### src/rtl/method_call_arbiter_if.sv
// Client-side and method-side signal bundle for method_call_arbiter.
// slave = arbiter view, master = environment (clients + generated method) view.
interface method_call_arbiter_if #(
  parameter int N     = 4,
  parameter int ARG_W = 32,
  parameter int RET_W = 32
);
  logic [N-1:0]       cl_req;
  logic [N*ARG_W-1:0] cl_arg;
  logic [N-1:0]       cl_busy;
  logic [N-1:0]       cl_done;
  logic               cl_timeout;
  logic [RET_W-1:0]   cl_return;
  logic               m_req;
  logic [ARG_W-1:0]   m_args;
  logic               m_busy;
  logic [RET_W-1:0]   m_return;

  modport slave (
    input  cl_req, cl_arg, m_busy, m_return,
    output cl_busy, cl_done, cl_timeout, cl_return, m_req, m_args
  );

  modport master (
    output cl_req, cl_arg, m_busy, m_return,
    input  cl_busy, cl_done, cl_timeout, cl_return, m_req, m_args
  );
endinterface

### src/rtl/method_call_arbiter.sv
// Round-robin sharing of one generated method (req/busy/args/return) among N
// clients, with per-call timeout abort.
module method_call_arbiter #(
  parameter int N       = 4,
  parameter int ARG_W   = 32,
  parameter int RET_W   = 32,
  parameter int TIMEOUT = 100000
) (
  input  logic                 clk,
  input  logic                 reset,
  method_call_arbiter_if.slave bus
);
  localparam int IW = (N > 1) ? $clog2(N) : 1;

  localparam logic [2:0] IDLE      = 3'd0;
  localparam logic [2:0] ISSUE     = 3'd1;
  localparam logic [2:0] WAIT_BUSY = 3'd2;
  localparam logic [2:0] WAIT_DONE = 3'd3;
  localparam logic [2:0] COMPLETE  = 3'd4;

  logic [2:0]                 state;
  logic [N-1:0]               pending;
  logic [N-1:0][ARG_W-1:0]    arg_q;
  logic [IW-1:0]              grant, last;
  logic [31:0]                cnt, cnt_nxt;
  logic                       to_hit;
  logic [N-1:0]               busy;
  logic [IW-1:0]              sel;
  logic                       sel_vld;

  assign cnt_nxt = cnt + 32'd1;
  // The count reaches TIMEOUT on the same edge that enters COMPLETE.
  assign to_hit  = (cnt_nxt >= 32'(TIMEOUT));

  // First pending client after last, wrapping.
  always_comb begin
    int idx;
    idx     = 0;
    sel     = '0;
    sel_vld = 1'b0;
    for (int k = 1; k <= N; k++) begin
      idx = int'(last) + k;
      if (idx >= N) idx = idx - N;
      if (!sel_vld && pending[idx]) begin
        sel_vld = 1'b1;
        sel     = IW'(idx);
      end
    end
  end

  for (genvar i = 0; i < N; i++) begin : g_lane
    assign busy[i] = pending[i] | ((state != IDLE) && (grant == IW'(i)));
  end

  // A busy client's request is dropped and its latched argument kept.
  always_ff @(posedge clk) begin
    if (reset) begin
      pending <= '0;
      arg_q   <= '0;
    end else begin
      for (int i = 0; i < N; i++) begin
        if (bus.cl_req[i] && !busy[i]) begin
          pending[i] <= 1'b1;
          arg_q[i]   <= bus.cl_arg[i*ARG_W +: ARG_W];
        end else if (state == IDLE && sel_vld && sel == IW'(i)) begin
          pending[i] <= 1'b0;
        end
      end
    end
  end

  always_ff @(posedge clk) begin
    if (reset) begin
      state          <= IDLE;
      grant          <= '0;
      last           <= IW'(N-1);
      cnt            <= '0;
      bus.m_args     <= '0;
      bus.cl_return  <= '0;
      bus.cl_timeout <= 1'b0;
    end else begin
      case (state)
        IDLE: if (sel_vld) begin
          state      <= ISSUE;
          grant      <= sel;
          last       <= sel;
          bus.m_args <= arg_q[sel];
        end
        ISSUE: begin
          cnt   <= '0;
          state <= WAIT_BUSY;
        end
        WAIT_BUSY: begin
          cnt <= cnt_nxt;
          if (to_hit) begin
            state          <= COMPLETE;
            bus.cl_return  <= '0;
            bus.cl_timeout <= 1'b1;
          end else if (bus.m_busy) begin
            state <= WAIT_DONE;
          end
        end
        WAIT_DONE: begin
          cnt <= cnt_nxt;
          if (!bus.m_busy) begin
            state          <= COMPLETE;
            bus.cl_return  <= bus.m_return;
            bus.cl_timeout <= 1'b0;
          end else if (to_hit) begin
            state          <= COMPLETE;
            bus.cl_return  <= '0;
            bus.cl_timeout <= 1'b1;
          end
        end
        COMPLETE: state <= IDLE;
        default:  state <= IDLE;
      endcase
    end
  end

  assign bus.m_req   = (state == ISSUE);
  assign bus.cl_busy = busy;
  assign bus.cl_done = (state == COMPLETE) ? ({{(N-1){1'b0}}, 1'b1} << grant) : '0;
endmodule

### src/flat_wrapper.sv
// flat-port wrapper written by rule: the top's interface ports become plain ports
module method_call_arbiter_flat 
#(
  parameter int N       = 4,
  parameter int ARG_W   = 32,
  parameter int RET_W   = 32,
  parameter int TIMEOUT = 100000
)
  (clk, reset, bus_cl_req, bus_cl_arg, bus_m_busy, bus_m_return, bus_cl_busy, bus_cl_done, bus_cl_timeout, bus_cl_return, bus_m_req, bus_m_args);
  method_call_arbiter_if #(.N(N), .ARG_W(ARG_W), .RET_W(RET_W)) bus_i ();
  input  logic clk;
  input  logic reset;
  input wire logic [$bits(bus_i.cl_req)-1:0] bus_cl_req;
  input wire logic [$bits(bus_i.cl_arg)-1:0] bus_cl_arg;
  input wire logic [$bits(bus_i.m_busy)-1:0] bus_m_busy;
  input wire logic [$bits(bus_i.m_return)-1:0] bus_m_return;
  output wire logic [$bits(bus_i.cl_busy)-1:0] bus_cl_busy;
  output wire logic [$bits(bus_i.cl_done)-1:0] bus_cl_done;
  output wire logic [$bits(bus_i.cl_timeout)-1:0] bus_cl_timeout;
  output wire logic [$bits(bus_i.cl_return)-1:0] bus_cl_return;
  output wire logic [$bits(bus_i.m_req)-1:0] bus_m_req;
  output wire logic [$bits(bus_i.m_args)-1:0] bus_m_args;
  assign bus_i.cl_req = bus_cl_req;
  assign bus_i.cl_arg = bus_cl_arg;
  assign bus_i.m_busy = bus_m_busy;
  assign bus_i.m_return = bus_m_return;
  assign bus_cl_busy = bus_i.cl_busy;
  assign bus_cl_done = bus_i.cl_done;
  assign bus_cl_timeout = bus_i.cl_timeout;
  assign bus_cl_return = bus_i.cl_return;
  assign bus_m_req = bus_i.m_req;
  assign bus_m_args = bus_i.m_args;
  method_call_arbiter #(.N(N), .ARG_W(ARG_W), .RET_W(RET_W), .TIMEOUT(TIMEOUT)) u_core (.clk(clk), .reset(reset), .bus(bus_i));
endmodule
### config.mk
export PLATFORM = sky130hd
export DESIGN_NAME = method_call_arbiter_flat
export DESIGN_NICKNAME = d
export VERILOG_FILES = /design/src/rtl/method_call_arbiter_if.sv /design/src/rtl/method_call_arbiter.sv /design/src/flat_wrapper.sv
export SDC_FILE = /design/constraint.sdc
export NUM_CORES = 1
export LEC_CHECK = 0
export BUFFER_PORTS_ARGS = -buffer_cell sky130_fd_sc_hd__buf_2
export CORE_MARGIN = 1
export CORE_UTILIZATION = 56
export DETAILED_ROUTE_END_ITERATION = 8
export MAX_ROUTING_LAYER = met4
export PLACE_DENSITY = 0.91
export SETUP_SLACK_MARGIN = 0.1
export SLEW_MARGIN = 10
export SYNTH_ARGS = -nofsm -noshare
export SYNTH_HDL_FRONTEND = slang
export SYNTH_SLANG_ARGS = --single-unit
### constraint.sdc
create_clock -name clk -period 4.14 [get_ports clk]
set_input_delay 0.414 -clock clk [delete_from_list [all_inputs] [get_ports clk]]
set_output_delay 0.414 -clock clk [all_outputs]
set_load 0.05 [all_outputs]
# == After elaboration in Yosys (flattened, before gate mapping) ==
# Index checks and enable logic that the tools add are counted.
# classes
add_sub_neg,9
n_mul,0
div,0
magnitude_cmp,10
eq_ne,13
shift,1
muxes,48
bitwise_logic,4
reduce_logical,36
# ops
operator,count
32-bit two-way mux,7
"32-bit by 4-bit greater-or-equal comparator with 1-bit output, second input constant",4
"32-bit by 4-bit less-than comparator with 1-bit output, second input constant",4
32-bit case mux with 2 select lines,2
"32-bit by 4-bit subtractor with 32-bit output, second input constant",4
32-bit binary-select mux with 2-bit select,1
"32-bit by 1-bit adder with 32-bit output, second input constant",1
"32-bit by 17-bit greater-or-equal comparator with 1-bit output, second input constant",1
1-bit two-way mux,22
1-bit logical AND,16
3-bit two-way mux,5
3-bit case mux with 4 select lines,1
2-bit nonzero test,6
1-bit binary-select mux with 2-bit select,4
"2-bit equality test, second input constant",4
2-bit two-way mux,4
1-bit zero test,7
"2-bit by 2-bit adder with 3-bit output, second input constant",2
"3-bit by 2-bit equality test with 1-bit output, second input constant",2
"3-bit by 2-bit inequality test with 1-bit output, second input constant",2
"2-bit by 3-bit adder with 4-bit output, second input constant",1
"2-bit by 1-bit equality test with 1-bit output, second input constant",2
2-bit zero test,2
4-bit two-way mux,1
13 further kinds,16
# totals
register_bits,236
latch_bits,0
ramBits,0
rom_bits,0
input_bits,167
word_cells,136
mem_count,0

# == Depth between registers and ports, before layout ==
# Gate-level depths: netlist (run 1).
# logic_depth
depth_word,20
depth_mapped,12
depth_no_buf,9

# == Worst setup path after synthesis (run 1) ==
# No wires, ideal clock.
# synth_path
path_kind,register to register
startpoint,register u_core.cnt[0]
endpoint,register u_core.bus.cl_return[10]
setup_ns,0.067
arrival_time_ns,2.672
t_required_ns,4.073
slack_ns,1.401
stages_incl_launch_ff,12
period_less_slack_ns,2.739
path_cell_list,dfxtp_1 ha_1 nand4_2 or4_4 buf_6 or2_4 xor2_1 o211ai_2 nor4_4 a31oi_4 buf_6 o21ai_2
# synth_between
elab_chain_cells,5
# synth_lines
element,line,rtl
"start, declared",method_call_arbiter.sv:25,"logic [31:0] cnt, cnt_nxt;"
"start signal, assigned",method_call_arbiter.sv:94,cnt <= cnt_nxt;
"start signal, assigned",method_call_arbiter.sv:104,cnt <= cnt_nxt;
32-bit by 1-bit adder with 32-bit output *,method_call_arbiter.sv:31,assign cnt_nxt = cnt + 32'd1;
32-bit by 17-bit greater-or-equal comparator with 1-bit output *,method_call_arbiter.sv:33,assign to_hit = (cnt_nxt >= 32'(TIMEOUT));
32-bit two-way mux *,n/a,
32-bit two-way mux,n/a,
32-bit case mux with 2 select lines *,n/a,
"end signal, assigned",method_call_arbiter.sv:107,bus.cl_return <= bus.m_return;
"end, declared",method_call_arbiter_if.sv:21,"output cl_busy, cl_done, cl_timeout, cl_return, m_req, m_args"
# Every way passes the cells marked *; elsewhere a longest branch is shown, timed or not.
# A chain may end at the register's enable or synchronous reset.

# == Worst setup path in the final report (run 1) ==
# layout_path
startpoint,register u_core.cnt[0]
endpoint,register u_core.bus.cl_return[7]
# Same word-level chain as after synthesis.

==> impl_results.md, run 1 <==
- Initial antenna violation count: 6
- Port buffer count: 240
- Clock Tree Buf Depth: 3
- Largest net degree at the start of global routing: 106
- CP endpoint kind: flip-flop
- GRT Overall Usage: 30.2%
- Synth top cells by count: nand2_1, dfxtp_1, a21oi_1
- Setup CP Type: reg2reg
- Worst Tran Pin Value: 1110 ps
- Leading area contributor after synthesis: dfxtp_1
- Largest cells by area after synthesis: dfxtp_1, nand2_1, a21oi_1
- Die width: 140 um
- Maximum fanout along the worst path: 28
- Tmin final: 3520 ps
- P per Cell Area: 533 nW/um2
- Area added between synthesis and finish: 18.3%
- Core footprint: 18300 um2
- DR iter-0 viols: 986
- CP Launch Type: flip-flop
- CTS tree: done
- Syn Area/Cell: 7.62 um2
- Slew HR: 25.9%
- Max cap viols: 0
- Die Span Y: 140 um
- Fill count: 1486
- Status: finished, final reports clean
- Crit-path max cell delay: 870 ps
- Type of the worst min-delay path: in2reg
- Power, Total: 6690 uW
- Final Cycle Share: 85.0%
- H-tree depth: 1
- Post-synthesis cell type count: 69
- Initial Util: 58.1%
- Worst Path Buf+Inv: 1
- Final max-slew violation count: 0
- Clock Pin Slew Worst Setup and Hold Paths: 60 ps
- Final hold vios: 0
- Async set-or-reset flop fraction in the synthesized netlist: 0%
- GPL Wtd Cong: 1.02
- Post-synth EDFFs: 0
- Drt wl/cell: 16.3 um
- Clock root buffer: clkbuf_16
- Top delay family on crit path: simple AND/OR/NAND/NOR gates
- Crit path cell chain: ha_1 -> nand4_2 -> or4_4 -> or2_4 -> xor2_1 -> o211ai_2 -> nor4_4 -> a31oi_4 -> buf_4 -> o21ai_2
- Vias: 10627
- Post-CTS setup buffer count: 0
- Critical Path AT: 3920 ps
- DRC errors left: 0
- Peak VDD IR: 0.479 mV
- Resized cells post-CTS: 0
- I/O pin cnt: 241
- Synth Instances: 1394
- Skew final: 9.42 ps
- Setup TNS: 0 ps
- CTS Buf Count: 24
- Post-synth top area share: 44.5%
- Vias in the first global route: 9618
- Syn Std Cell Area: 10600 um2
- Synth warn: 0
- Net count, final: 1724
- Routed Antenna Nets: 0
- Remaining global-route overflow: 0
- HPWL after DPL: 19000 um
- Ys flop type: dfxtp_1
- Clock sinks: 236
- RSZ-0062 raised after global routing: no
- Die area: 19500 um2
- Total leakage power: 0.00510 uW
- Final wirelength: 29400 um
- Final setup fails: 0
- Synth Register Bits: 236
- Max Clock Freq: 284 MHz
- First-pass GRT wire length: 47300 um
- Critical path required time: 4540 ps
- Final Cell Area: 12600 um2
- Clock Latency Late Sink: 520 ps
- Drt pass-1 iters: 5
- Count leader, synth: nand2_1
- Hold Buf Count CTS: 0
- Core Rows: 49
- Via density: 5.87
- Register area share after synthesis: 44.5%
- Post-Syn Nets: 1562
- DP Area: 11800 um2
- Share of layout cells above drive strength 1: 22.4%
- Worst path slowest cell: a31oi_4
-- cell usage in the layout, fill, tap and decap left out, types with 4 or more instances in the layout --
master / n
a31oi_1: 9
a21oi_1: 193
diode_2: 7
clkbuf_16: 24
nand3_1: 15
nor3_1: 18
clkinv_2: 6
xor2_1: 4
a311oi_1: 43
and2_1: 40
buf_2: 239
o21ai_0: 23
nor2_1: 88
nor4_4: 4
o21ai_2: 31
nand2_1: 428
nand4_1: 9
buf_4: 16
clkbuf_8: 4
clkbuf_1: 7
inv_1: 10
dfxtp_1: 236
a22oi_1: 5
a211oi_1: 38
nor4_1: 6
-- logic make-up after synthesis --
| group | after synthesis | share of synthesized area (%) |
|---|---|---|
| and+or+nand+nor | 644 | 26.8 |
| AOI/OAI and AO/OA | 373 | 22.6 |
| DFF | 236 | 44.5 |
| buffers and inverters | 133 | 5.37 |
| xor gates and xnor gates | 7 | 0.577 |
| adders and majority gates | 1 | 0.118 |
-- layout make-up --
type	instances	area, um2	area share, %
multi-input combinational	1025	5370	42.7
sequential	236	4720	37.6
timing repair buffer	258	1370	10.9
clock buffer	35	682	5.43
tap	229	287	2.28
clock inverter	8	76.3	0.608
inverter	11	41.3	0.329
antenna	7	17.5	0.139
-- report_power, final --
part	switching, uW	total (uW)	internal (uW)	leakage (uW)
Clock	866	2070	1210	0.000377
Combinational	1410	1950	535	0.00279
Sequential	160	2670	2510	0.00193
-- registers in the layout, indices dropped and copies added, names as in the netlist --
name                   cells
u_core.state               3
u_core.bus.m_args         32
u_core.bus.cl_return      32
u_core.last                2
u_core.cnt                32
u_core.bus.cl_timeout      1
u_core.arg_q             128
u_core.grant               2
u_core.pending             4
-- final timing paths --
check,start,end,slack [ps],cells past startpoint
min reg2reg,u_core.arg_q[54],u_core.arg_q[54],450,2
min,bus_m_return[17],u_core.bus.cl_return[17],90,3
max,u_core.cnt[0],u_core.bus.cl_return[7],620,10
max reg2reg,u_core.cnt[0],u_core.bus.cl_return[7],620,10
-- per-stage QoR --
step           std cells  hold slack, ps  utilization, %  setup WS, ps
2_1_floorplan       1394             432               -          1400
3_3_place_gp        1759             432            64.5           725
3_5_place_dp        1759             443            64.5           607
4_1_cts             1802            83.5            68.7           606
5_1_grt             1808            89.0            68.7           292
6_report            1809            93.0            68.8           619
-- metal layers --
layer | global-route usage [%] | vias to the layer above | routed length, um
met1 | 37.5 | 4866 | 11900
met3 | 5.78 | 96 | 2680
met5 | - | - | 0
met2 | 48.2 | 544 | 13700
li1 | - | 5121 | -
met4 | 12.3 | 0 | 1120
-- worst reg2reg max path, cell delays in order, from the launching register on --
cell	delay [ps]
dfxtp_1	380
ha_1	290
nand4_2	200
or4_4	630
or2_4	270
xor2_1	160
o211ai_2	120
nor4_4	80
a31oi_4	870
buf_4	330
o21ai_2	80
(Power assumes the default switching activity.)
==> inputs of run 2 (changes only) <==
Settings changed: CORE_MARGIN 1 to 5, CORE_UTILIZATION 56 to 54, PLACE_DENSITY 0.91 to 0.89.
Clock period 4.14 ns to 3.95 ns, I/O delays scaled along.
==> impl_results.md, run 2 (synthesis results as in run 1) <==
- Slew HR: 22.9% (-3.1 points)
- Final setup fails: 0 (unchanged)
- Initial Util: 54.7% (-3.4 points)
- GRT Overall Usage: 27.5% (-2.7 points)
- CP endpoint kind: flip-flop
- CTS tree: done
- Type of the worst min-delay path: in2reg
- Fill count: 1624 (+9.3%)
- Clock root buffer: clkbuf_16
- Share of layout cells above drive strength 1: 23.0% (+0.56 points)
- Skew final: 22.0 ps (+12.6 ps)
- Final hold vios: 0 (unchanged)
- Worst Tran Pin Value: 1160 ps (+45.9 ps)
- Max cap viols: 0 (unchanged)
- DRC errors left: 0 (unchanged)
- Initial antenna violation count: 5 (-1)
- Net count, final: 1728 (+0.23%)
- RSZ-0062 raised after global routing: no
- Core footprint: 19400 um2 (+6.2%)
- Clock Tree Buf Depth: 3 (unchanged)
- Tmin final: 3280 ps (-243 ps)
- Maximum fanout along the worst path: 23 (-18%)
- Resized cells post-CTS: 0 (unchanged)
- CTS Buf Count: 24 (unchanged)
- Clock sinks: 236 (unchanged)
- Critical path required time: 4390 ps (-150 ps)
- Die area: 22600 um2 (+16%)
- Final wirelength: 31400 um (+6.7%)
- Clock Latency Late Sink: 520 ps (about the same)
- Via density: 5.82 (-0.99%)
- Vias: 10749 (+1.1%)
- Remaining global-route overflow: 0 (unchanged)
- DP Area: 11800 um2 (+0.42%)
- Top reg by flops: u_core.arg_q
- P per Cell Area: 576 nW/um2 (+8.1%)
- GPL Wtd Cong: 0.931 (-9.0%)
- Setup CP Type: reg2reg
- Final worst setup slack: 672 ps (+53.2 ps)
- Routed Antenna Nets: 0 (unchanged)
- First-pass GRT wire length: 49500 um (+4.6%)
- Setup TNS: 0 ps (unchanged)
- Final Cycle Share: 83.0% (-2.1 points)
- Die width: 150 um (+7.5%)
- Final max-slew violation count: 0 (unchanged)
- Final Cell Area: 12700 um2 (+1.3%)
- I/O pin cnt: 241 (unchanged)
- Vias in the first global route: 9937 (+3.3%)
- Core Rows: 51 (+4.1%)
- Peak VDD IR: 0.448 mV (-6.3%)
- Port buffer count: 240 (unchanged)
- Largest net degree at the start of global routing: 73 (-31%)
- Hold Buf Count CTS: 0 (unchanged)
- Post-CTS setup buffer count: 0 (unchanged)
- Critical Path AT: 3710 ps (-210 ps)
- Drt wl/cell: 17.0 um (+4.5%)
- Drt pass-1 iters: 6 (+1)
- CP Launch Type: flip-flop
- H-tree depth: 1 (unchanged)
- Max Clock Freq: 305 MHz (+7.4%)
- Max FFs per register: 128 (unchanged)
- Most frequent cells in the layout: nand2_1, buf_2, dfxtp_1, a21oi_1, nor2_1
- Status: finished, final reports clean
- Clock Pin Slew Worst Setup and Hold Paths: 60 ps (about the same)
- DR iter-0 viols: 891 (-9.6%)
- Power, Total: 7330 uW (+9.5%)
- Total leakage power: 0.00515 uW (+1.1%)
- Util after Layout: 65.6% (-3.2 points)
- HPWL after DPL: 20800 um (+9.6%)
- Pre-CTS setup slack: 720 ps (+113 ps)
- Die Span Y: 150 um (+7.5%)
- Area added between synthesis and finish: 19.8%
- Commonest non-fill, non-tap cell in the layout: nand2_1
- R2R setup slack: 670 ps (+50 ps)
## run 2: cell count changes in the layout (fill, tap and decap cells not counted), sizes merged
cell | previous run | this run
buf | 258 | 262
clkinvlp | 0 | 2
diode | 7 | 5
clkbuf | 35 | 31
bufinv | 1 | 4
## run 2: through the flow
step	hold WS, ps	instances
after global routing	79.1	1848
after detailed placement	441	1799
after CTS	69.3	1843
after floorplan	432	1394
final	88.0	1848
after global placement	435	1799
## run 2: final cells by class
type | count | area, um2 | area share (%)
antenna | 5 | 12.5 | 0.0984
tap | 265 | 332 | 2.61
timing repair buffer | 262 | 1370 | 10.8
sequential | 236 | 4720 | 37.1
inverter | 11 | 41.3 | 0.325
clock inverter | 13 | 185 | 1.46
multi-input combinational | 1025 | 5370 | 42.2
clock buffer | 31 | 688 | 5.41
## run 2: layer usage
metal / part of all wire, % / routed length (um) / global-route usage (%)
met5: 0 / 0 / -
met2: 44 / 13900 / 43.1
met4: 4.7 / 1490 / 11.7
met3: 10 / 3280 / 4.82
met1: 40 / 12700 / 35.2
## run 2: worst max-delay path: stages, from the launching register on
cell and delay [ps]:
dfxtp_1 380, ha_1 300, nand4_2 190, or4_4 630, or2_4 270, xor2_1 180, o211ai_2 150, nor4_4 280
a31oi_4 280, buf_4 330, o21ai_2 170
## run 2: final timing paths
path / cells past startpoint / start / end
setup / recovery: 10 / u_core.cnt[0] / u_core.bus.cl_return[20]
hold / removal: 3 / bus_m_return[24] / u_core.bus.cl_return[24]
setup reg to reg: 10 / u_core.cnt[0] / u_core.bus.cl_return[20]
hold reg to reg: 2 / u_core.bus.cl_return[31] / u_core.bus.cl_return[31]
## run 2: report_power, final
group	total (uW)	switching, uW	internal (uW)	leakage [uW]
combinational	2070	1520	552	0.00280
clock	2460	959	1500	0.000424
sequential	2800	168	2630	0.00193
total	7330	2640	4690	0.00515
